[src/rtl/dtree_pkg.sv]
// Shared types for the decision-tree sequencer: FSM states, node-word layout and decode.
package dtree_pkg;

    localparam int NODE_W    = 28;
    localparam int LEAF_BIT  = 27;
    localparam int FIDX_LSB  = 24;
    localparam int FIDX_W    = 3;
    localparam int SHIFT_LSB = 21;
    localparam int SHIFT_W   = 3;
    localparam int THR_LSB   = 13;
    localparam int THR_W     = 8;
    localparam int RIGHT_LSB = 5;
    localparam int RIGHT_W   = 8;
    localparam int RSVD_LSB  = 2;
    localparam int RSVD_W    = 3;
    localparam int CLS_LSB   = 0;
    localparam int CLS_W     = 2;

    typedef enum logic [1:0] {
        ST_IDLE,
        ST_LOAD,
        ST_EVAL,
        ST_DONE
    } state_t;

    typedef struct packed {
        logic               leaf;
        logic [FIDX_W-1:0]  fidx;
        logic [SHIFT_W-1:0] shift;
        logic [THR_W-1:0]   thr;
        logic [RIGHT_W-1:0] right;
        logic [RSVD_W-1:0]  rsvd;
        logic [CLS_W-1:0]   cls;
    } node_t;

    function automatic node_t decode_node(input logic [NODE_W-1:0] w);
        node_t n;
        n.leaf  = w[LEAF_BIT];
        n.fidx  = w[FIDX_LSB +: FIDX_W];
        n.shift = w[SHIFT_LSB +: SHIFT_W];
        n.thr   = w[THR_LSB +: THR_W];
        n.right = w[RIGHT_LSB +: RIGHT_W];
        n.rsvd  = w[RSVD_LSB +: RSVD_W];
        n.cls   = w[CLS_LSB +: CLS_W];
        return n;
    endfunction

endpackage

[src/rtl/dtree_node_cmp.sv]
// Combinational node test: pick feature X[fidx], shift it right (zero-fill) and
// compare unsigned against the node threshold; flags feature indices out of range.
module dtree_node_cmp
    import dtree_pkg::*;
#(
    parameter int N_FEAT = 6
) (
    input  logic [N_FEAT*8-1:0]  feats,
    input  logic [FIDX_W-1:0]    fidx,
    input  logic [SHIFT_W-1:0]   shift,
    input  logic [THR_W-1:0]     thr,
    output logic                 le,
    output logic                 bad_idx
);

    logic [7:0] sel;

    always_comb begin
        sel = '0;
        for (int i = 0; i < N_FEAT; i++) begin
            if (fidx == FIDX_W'(i)) sel = feats[i*8 +: 8];
        end
    end

    assign bad_idx = 32'(fidx) >= N_FEAT;
    assign le      = (sel >> shift) <= thr;

endmodule

[src/rtl/dtree_seq_ctrl.sv]
// Decision-tree sequencer: loads N_FEAT feature bytes, walks the node table one node
// per cycle and presents a class. Define DTREE_DEPTH_LIMIT_EN to cap visits at MAX_DEPTH.
module dtree_seq_ctrl
    import dtree_pkg::*;
#(
    parameter int N_FEAT    = 6,
    parameter int ADDR_W    = 8,
    parameter int MAX_DEPTH = 15
) (
    input  logic              clk,
    input  logic              rst_n,
    input  logic              feat_valid,
    output logic              feat_ready,
    input  logic [7:0]        feat_data,
    output logic [ADDR_W-1:0] node_addr,
    input  logic [NODE_W-1:0] node_data,
    output logic              cls_valid,
    input  logic              cls_ready,
    output logic [1:0]        cls,
    output logic              err,
    output logic              busy
);

    localparam int CNT_W = (N_FEAT > 1) ? $clog2(N_FEAT) : 1;
    localparam logic [CNT_W-1:0] LAST_IDX = CNT_W'(N_FEAT - 1);

    state_t              state_q, state_nxt;
    logic [CNT_W-1:0]    cnt_q, cnt_nxt, wr_idx;
    logic [N_FEAT*8-1:0] feats_q;
    logic [ADDR_W-1:0]   addr_nxt;
    logic [1:0]          cls_nxt;
    logic                err_nxt;
    logic                fire, le, bad_idx;
    node_t               node;
    logic                unused_node_bits;

    assign node             = decode_node(node_data);
    assign unused_node_bits = ^node.rsvd;
    assign feat_ready       = (state_q == ST_IDLE) || (state_q == ST_LOAD);
    assign fire             = feat_valid && feat_ready;
    assign wr_idx           = (state_q == ST_IDLE) ? '0 : cnt_q;
    assign busy             = state_q != ST_IDLE;
    assign cls_valid        = state_q == ST_DONE;

    dtree_node_cmp #(.N_FEAT(N_FEAT)) u_cmp (
        .feats   (feats_q),
        .fidx    (node.fidx),
        .shift   (node.shift),
        .thr     (node.thr),
        .le      (le),
        .bad_idx (bad_idx)
    );

`ifdef DTREE_DEPTH_LIMIT_EN
    localparam int DEPTH_W = $clog2(MAX_DEPTH + 1);
    localparam logic [DEPTH_W-1:0] DEPTH_LAST = DEPTH_W'(MAX_DEPTH - 1);

    logic [DEPTH_W-1:0] depth_q, depth_nxt;

    always_ff @(posedge clk or negedge rst_n) begin
        if (!rst_n) depth_q <= '0;
        else        depth_q <= depth_nxt;
    end
`else
    localparam int unused_max_depth = MAX_DEPTH;
`endif

    always_comb begin
        state_nxt = state_q;
        cnt_nxt   = cnt_q;
        addr_nxt  = node_addr;
        cls_nxt   = cls;
        err_nxt   = err;
`ifdef DTREE_DEPTH_LIMIT_EN
        depth_nxt = depth_q;
`endif
        case (state_q)
            ST_IDLE, ST_LOAD: begin
                if (fire) begin
                    cnt_nxt = wr_idx + 1'b1;
                    if (wr_idx == LAST_IDX) begin
                        state_nxt = ST_EVAL;
                        addr_nxt  = '0;
`ifdef DTREE_DEPTH_LIMIT_EN
                        depth_nxt = '0;
`endif
                    end else begin
                        state_nxt = ST_LOAD;
                    end
                end
            end
            ST_EVAL: begin
`ifdef DTREE_DEPTH_LIMIT_EN
                depth_nxt = depth_q + 1'b1;
`endif
                // Leaf wins over index check: leaves carry no meaningful feature index.
                if (node.leaf) begin
                    cls_nxt   = node.cls;
                    err_nxt   = 1'b0;
                    state_nxt = ST_DONE;
                end else if (bad_idx) begin
                    cls_nxt   = '0;
                    err_nxt   = 1'b1;
                    state_nxt = ST_DONE;
                end
`ifdef DTREE_DEPTH_LIMIT_EN
                else if (depth_q == DEPTH_LAST) begin
                    cls_nxt   = '0;
                    err_nxt   = 1'b1;
                    state_nxt = ST_DONE;
                end
`endif
                else if (le) begin
                    addr_nxt = node_addr + 1'b1;
                end else begin
                    addr_nxt = ADDR_W'(node.right);
                end
            end
            ST_DONE: begin
                if (cls_ready) state_nxt = ST_IDLE;
            end
            default: state_nxt = ST_IDLE;
        endcase
    end

    always_ff @(posedge clk or negedge rst_n) begin
        if (!rst_n) begin
            state_q   <= ST_IDLE;
            cnt_q     <= '0;
            node_addr <= '0;
            cls       <= '0;
            err       <= 1'b0;
        end else begin
            state_q   <= state_nxt;
            cnt_q     <= cnt_nxt;
            node_addr <= addr_nxt;
            cls       <= cls_nxt;
            err       <= err_nxt;
        end
    end

    always_ff @(posedge clk or negedge rst_n) begin
        if (!rst_n)    feats_q <= '0;
        else if (fire) feats_q[wr_idx*8 +: 8] <= feat_data;
    end

endmodule

[config.mk]
export PLATFORM = sky130hd
export DESIGN_NAME = dtree_seq_ctrl
export DESIGN_NICKNAME = d
export VERILOG_FILES = /design/src/rtl/dtree_pkg.sv /design/src/rtl/dtree_node_cmp.sv /design/src/rtl/dtree_seq_ctrl.sv
export SDC_FILE = /design/constraint.sdc
export NUM_CORES = 1
export LEC_CHECK = 0
export ABC_AREA = 1
export CAP_MARGIN = 20
export CORE_MARGIN = 1
export CORE_UTILIZATION = 56
export DETAILED_ROUTE_END_ITERATION = 8
export PLACE_DENSITY = 0.86
export RECOVER_POWER = 50
export SKIP_CTS_REPAIR_TIMING = 1
export SLEW_MARGIN = 20
export SYNTH_ARGS = -nofsm -noshare
export SYNTH_HDL_FRONTEND = slang
export SYNTH_HIERARCHICAL = 1
export SYNTH_SLANG_ARGS = --single-unit
[constraint.sdc]
create_clock -name clk -period 3.5 [get_ports clk]
set_input_delay 0.35 -clock clk [delete_from_list [all_inputs] [get_ports clk]]
set_output_delay 0.35 -clock clk [all_outputs]
set_load 0.02 [all_outputs]
==> impl_metrics.ini, run 1 <==
[floorplan]
core_mm2 = 0.00691
die_area_mm2 = 0.00765
start_util = 0.592
die_height_um = 87.5
rows = 30
ios = 54
die_width_um = 87.5

[route]
drt_iter0_markers = 258
ant_nets = 0
vias = 3968
drt-pass1-iter-count = 5
wl_per_cell_um = 14.4
wl_um = 10300
via_per_inst = 5.54
drc_errors = 0

[setup_path]
path_class = in -> reg
critPathBufInv = 3
max_stage_delay_ps = 600
path_cells = clkdlybuf4s50_1 -> inv_4 -> nand2_2 -> nor2_4 -> nand2_1 -> nand3_1 -> nor2_1 -> nand3_1 -> nand2_1 -> nand3_1 -> nand3_1 -> nand2_1 -> ha_1 -> a21oi_1 -> o21a_1 -> o221ai_1 -> o21ai_0 -> buf_4 -> o21ai_0 -> o21ai_1
reg2reg_to = node_addr[4]
crit_required_ps = 3730
crit_slowest_cell = clkdlybuf4s50_1
r2r-start = state_q[0]
crit_family = buffers and inverters
cp_max_fo = 14
endpoint_kind = flip-flop
cp.arrival_ps = 3330
rr_worst_depth = 8
worst_path_most_repeated_cell = nand3_1
r2r_setup_slack_ps = 720
cp-start-kind = primary input

[yosys]
synth_top_cell_area_share = 0.392
yosysSeqAreaShare = 0.392
synth_top_area_cell = dfrtp_1
syn_area_per_cell_um2 = 7.28
synth_cells = 562
syn_nets = 616
synth_warnings = 6
syn_area_mm2 = 0.00409
yosys-top-cells-area = dfrtp_1, nand2_1, nand3_1
yosys_register_bits = 64
yosysUniqueCellTypes = 39

[global_route]
grt_max_degree = 35
use_met3 = 0.0474
grt_pass1_vias = 3684
grt-ovfl-total = 0
busiest_layer = met2
met2_usage = 0.484
antenna_found_initial = 0
grt_use_met1 = 0.385
grt_usage = 0.292
grt_pass1_wl_um = 17100

[cts]
clock_latency_ps = 350
cts.sinks = 64
cts_buffer_depth = 2
root_buffer = clkbuf_8
cts_buffers = 9
clkTransAtPathRegs_ps = 80
cts_tree = done
htree_num_levels = 3

[placed_design]
dpl.hpwl_um = 7870
place_congestion = 0.966
numPortBuffers = 50
dpl-instance-area_mm2 = 0.00464

[finish]
diodes = 0
finalCoreUtilization = 0.699
layout-drive-gt1-share = 0.0871
nNetsFinal = 669
area_growth_syn_to_layout_pct = 18.0
stdcell_area_mm2 = 0.00483
fillerInstances = 596

[power_and_ir_drop]
p_total_mw = 3.44
p_switching_mw = 1.59
p_int_mw = 1.85
p_leak_nw = 2.41
swShare = 0.462
ir_drop_mv = 0.688
power_frac_seq = 0.356
power_density_mw_per_mm2 = 713
clkPwrFrac = 0.171
p_comb_frac = 0.472

[sta]
fin_crit_sh = 0.888
skew_ps = 11.8
drv_slew = 35
setup_violations = 0
finalSetupTns_ps = 0
period_needed_ps = 3110
fmax_ghz = 0.322
rsz0062_at_grt = no
relSlewSlack = -0.219
hold_viol = 0
tightest_slew_ps = 1830

[min_path]
holdPathStages = 2
holdPathEnd = feats_q[7]
hp-start = feats_q[7]
hold_path.class = reg -> reg

[job]
max_cap_viol_count = 1

[run_status]
status = finished, violations left
violations = max-capacitance violations, max-slew violations
-- flip-flops by register name, summed over array words and instances (netlist names) --
signal,count
feats_q,48
cls,2
state_q,2
err,1
cnt_q,3
node_addr,8
-- worst min-delay path, cell delays in order, from the launching register on --
cell and delay [ps]:
dfrtp_1 350, nand2_1 50, nand2_1 40
-- synth_stat cells --
cell / instances
nand2_1: 172
dfrtp_1: 64
nand3_1: 64
nor2_1: 57
inv_1: 47
o21ai_0: 27
o21ai_1: 22
nand4_1: 18
ha_1: 14
nor3_1: 9
a21oi_1: 7
nor2_2: 7
inv_2: 6
buf_2: 5
buf_6: 5
nand2_2: 5
nand3b_1: 3
nand4_2: 3
nor3_4: 3
a22o_1: 2
buf_4: 2
clkinv_1: 2
nand3_4: 2
a21oi_4: 1
and2_4: 1
clkbuf_1: 1
inv_4: 1
mux2i_1: 1
nand2_4: 1
nand3_2: 1
nor2_4: 1
nor2_8: 1
nor3_2: 1
o211ai_1: 1
o21a_1: 1
o221ai_1: 1
or2_2: 1
xnor2_1: 1
xor2_1: 1
-- kinds of logic (layout without fill, tap and decap cells) --
group | after synthesis | count (layout) | share of synthesized area
buffers and inverters | 69 | 127 | 0.0765
DFF | 64 | 64 | 0.392
and+or+nand+nor | 350 | 350 | 0.400
adders and majority gates | 14 | 14 | 0.0428
AOI/OAI and AO/OA | 62 | 62 | 0.0826
xor gates and xnor gates | 2 | 2 | 0.00428
muxes | 1 | 1 | 0.00245
-- how the worst max path moves through the flow --
stage / endpoint / cells after the start / slack, ps / start
floorplan: node_addr[3] / 19 / 780 / node_data[25]
global placement: node_addr[4] / 20 / 70 / node_data[26]
detailed placement: node_addr[4] / 20 / 20 / node_data[26]
CTS: node_addr[4] / 20 / 380 / node_data[26]
global route: node_addr[2] / 22 / 5 / node_data[25]
finish: node_addr[4] / 20 / 390 / node_data[26]
-- per-layer routing --
| layer | wire length (um) | part of all wire |
|---|---|---|
| met1 | 4560 | 0.44 |
| met2 | 4900 | 0.48 |
| met3 | 614 | 0.060 |
| met4 | 201 | 0.020 |
| met5 | 0 | 0 |
-- layout by cell type, fill, tap and decap left out, drive strengths merged, types with 2 or more instances in the layout --
master	count
nand3b	3
a22o	2
dlygate4sd3	2
dfrtp	64
nand3	67
ha	14
nor3	13
clkdlybuf4s50	47
nand4	21
clkbuf	15
clkinv	4
nand2	178
a21oi	8
o21ai	49
inv	54
nor2	66
clkinvlp	2
buf	3
-- power groups by stage --
stage	clock, mW	combinational, mW	sequential, mW
final	0.590	1.62	1.23
after global routing	0.626	1.81	1.25
after CTS	0.592	1.62	1.22
after detailed placement	0	1.61	1.23
after global placement	0	1.54	1.22
after floorplan	0	1.17	1.22
-- final cells by class --
| cell class | count | area, um2 | share of cell area |
|---|---|---|---|
| Timing Repair Buffer | 55 | 526 | 0.109 |
| Clock buffer | 12 | 155 | 0.0321 |
| Multi-Input combinational cell | 429 | 2180 | 0.452 |
| Inverter | 56 | 215 | 0.0446 |
| Tap cell | 96 | 120 | 0.0249 |
| Clock inverter | 4 | 28.8 | 0.00596 |
| Sequential cell | 64 | 1600 | 0.332 |
-- through the flow --
stage / std cells / hold slack (ps) / setup WS, ps
after floorplan: 562 / 54.4 / 778
after global placement: 700 / 454 / 66.4
after detailed placement: 700 / 460 / 18.4
after CTS: 716 / 94.3 / 377
after global routing: 716 / 496 / 5.48
final: 716 / 477 / 392
No activity file was read; power rests on OpenSTA's default activity.
==> inputs of run 2 (changes only) <==
- CORE_MARGIN: 1 -> 4
==> run 2 against run 1 <==
The run still ends with max-capacitance violations, max-slew violations left. Total power increased by 0.67%. Critical path depth is 1 higher. Via count is 0.45% higher. Largest power group unchanged. Highest routed layer unchanged.
==> impl_metrics.ini, run 2 (same netlist as run 1, synthesis figures left out) <==
[run_status]
status = finished, violations left
violations = max-capacitance violations, max-slew violations

[setup_path]
cp.arrival_ps = 3500
rr_worst_depth = 18
max_stage_delay_ps = 580
cp-start-kind = primary input
path_class = in -> reg
worst_path_most_repeated_cell = nand2_1
r2r-start = feats_q[17]
critPathBufInv = 4
crit_family = simple AND/OR/NAND/NOR gates
crit_required_ps = 3750
reg2reg_to = node_addr[2]
endpoint_kind = flip-flop
crit_slowest_cell = dlygate4sd3_1
cp_max_fo = 12
path_cells = dlygate4sd3_1 -> buf_12 -> nor3_1 -> nand2_1 -> nand3_1 -> nor2_1 -> nand3_1 -> nand3_1 -> nand2_1 -> nand2_1 -> inv_1 -> ha_1 -> a21oi_1 -> o21a_1 -> o221ai_1 -> o21ai_0 -> buf_4 -> nor2_1 -> nor2_1 -> nand2_1 -> o21ai_1
r2r_setup_slack_ps = 780

[finish]
mostFrequentLayoutCells = nand2_1, nand3_1, dfrtp_1, nor2_1, inv_1
fillerInstances = 565
diodes = 0
final_common_cell = nand2_1
top_regs = feats_q (48), node_addr (8), cnt_q (3)
stdcell_area_mm2 = 0.00485
multi_input_area_mm2 = 0.00217
seqCellArea_mm2 = 0.00160
top_register = feats_q
area_growth_syn_to_layout_pct = 18.7
largest_reg_flops = 48
nNetsFinal = 671
layout-drive-gt1-share = 0.0902

[global_route]
grt_pass1_wl_um = 18000
grt-ovfl-total = 0
antenna_found_initial = 0
grt_usage = 0.258
grt_max_degree = 39
grt_pass1_vias = 3889

[placed_design]
place_congestion = 0.970
numPortBuffers = 50
dpl-instance-area_mm2 = 0.00465
dpl.hpwl_um = 7910

[floorplan]
die_height_um = 93.5
rows = 30
die_area_mm2 = 0.00873
die_width_um = 93.5
ios = 54
core_mm2 = 0.00694
start_util = 0.589

[sta]
skew_ps = 9.28
relSlewSlack = -0.387
tightest_slew_ps = 2080
fin_crit_sh = 0.927
rsz0062_at_grt = no
hold_viol = 0
fmax_ghz = 0.308
period_needed_ps = 3240
finalSetupTns_ps = 0
drv_slew = 39
setup_violations = 0

[route]
wl_per_cell_um = 14.6
drt-pass1-iter-count = 6
vias = 3986
drc_errors = 0
drt_iter0_markers = 389
via_per_inst = 5.56
wl_um = 10500
ant_nets = 0

[cts]
cts_tree = done
cts.sinks = 64
clkTransAtPathRegs_ps = 70
cts_buffer_depth = 2
htree_num_levels = 3
root_buffer = clkbuf_8
cts_buffers = 9
clock_latency_ps = 340

[power_and_ir_drop]
clkPwrFrac = 0.177
p_comb_frac = 0.471
power_density_mw_per_mm2 = 714
ir_drop_mv = 0.633
p_switching_mw = 1.57
power_frac_seq = 0.352
p_int_mw = 1.90
p_leak_nw = 2.44
swShare = 0.452

[min_path]
holdPathStages = 2
hp-start = feats_q[1]
hold_path.class = reg -> reg
holdPathEnd = feats_q[1]

[job]
max_cap_viol_count = 1
## run 2: cell types whose count changed in the layout (fill, tap and decap cells not counted), sizes merged, moves of 2 or more
cell / change
clkbuf: -2
clkinvlp: -2
buf: +3
clkdlybuf4s50: -3
dlygate4sd3: +3
## run 2: cell type report
| cell class | count | share of cell area |
|---|---|---|
| multi-input combinational | 429 | 0.448 |
| inverter | 56 | 0.0443 |
| sequential | 64 | 0.330 |
| clock inverter | 4 | 0.00928 |
| clock buffer | 11 | 0.0291 |
| timing repair buffer | 57 | 0.115 |
| tap | 96 | 0.0247 |
## run 2: through the flow
step	power [mW]	std cells	setup slack [ps]	util	hold slack, ps
global route	3.75	717	12.5	0.699	511
floorplan	2.39	562	778	-	54.4
CTS	3.46	715	308	0.697	146
finish	3.46	717	257	0.699	485
global placement	2.76	700	88.9	0.670	460
detailed placement	2.84	700	21.6	0.670	470
## run 2: worst max-delay path by stage
stage          cells past startpoint      endpoint     startpoint  slack [ps]
2_1_floorplan                     19  node_addr[3]  node_data[25]         780
3_3_place_gp                      20  node_addr[4]  node_data[26]          90
3_5_place_dp                      22  node_addr[2]  node_data[26]          20
4_1_cts                           22  node_addr[2]  node_data[26]         310
5_1_grt                           22  node_addr[2]  node_data[26]          10
6_report                          21  node_addr[2]  node_data[25]         260
## run 2: power by group through the flow
| stage | registers, mW | logic, mW | clock network, mW |
|---|---|---|---|
| final | 1.22 | 1.63 | 0.613 |
| after global routing | 1.26 | 1.83 | 0.662 |
| after CTS | 1.22 | 1.62 | 0.620 |
| after detailed placement | 1.23 | 1.61 | 0 |
| after global placement | 1.21 | 1.54 | 0 |
| after floorplan | 1.22 | 1.17 | 0 |
## run 2: routing by layer
metal  share of wire  GRT usage  up-vias
met1            0.44      0.351     1869
met4           0.019     0.0806        0
met5               0          0        -
li1                -          -     1951
met2            0.48      0.422      143
met3           0.064     0.0402       23
## run 2: worst min-delay path, delay by kind of cell, from the launching register on
| family | cells | cell delay, ps |
|---|---|---|
| AND/OR/NAND/NOR | 2 | 100 |
| flip-flops | 1 | 350 |
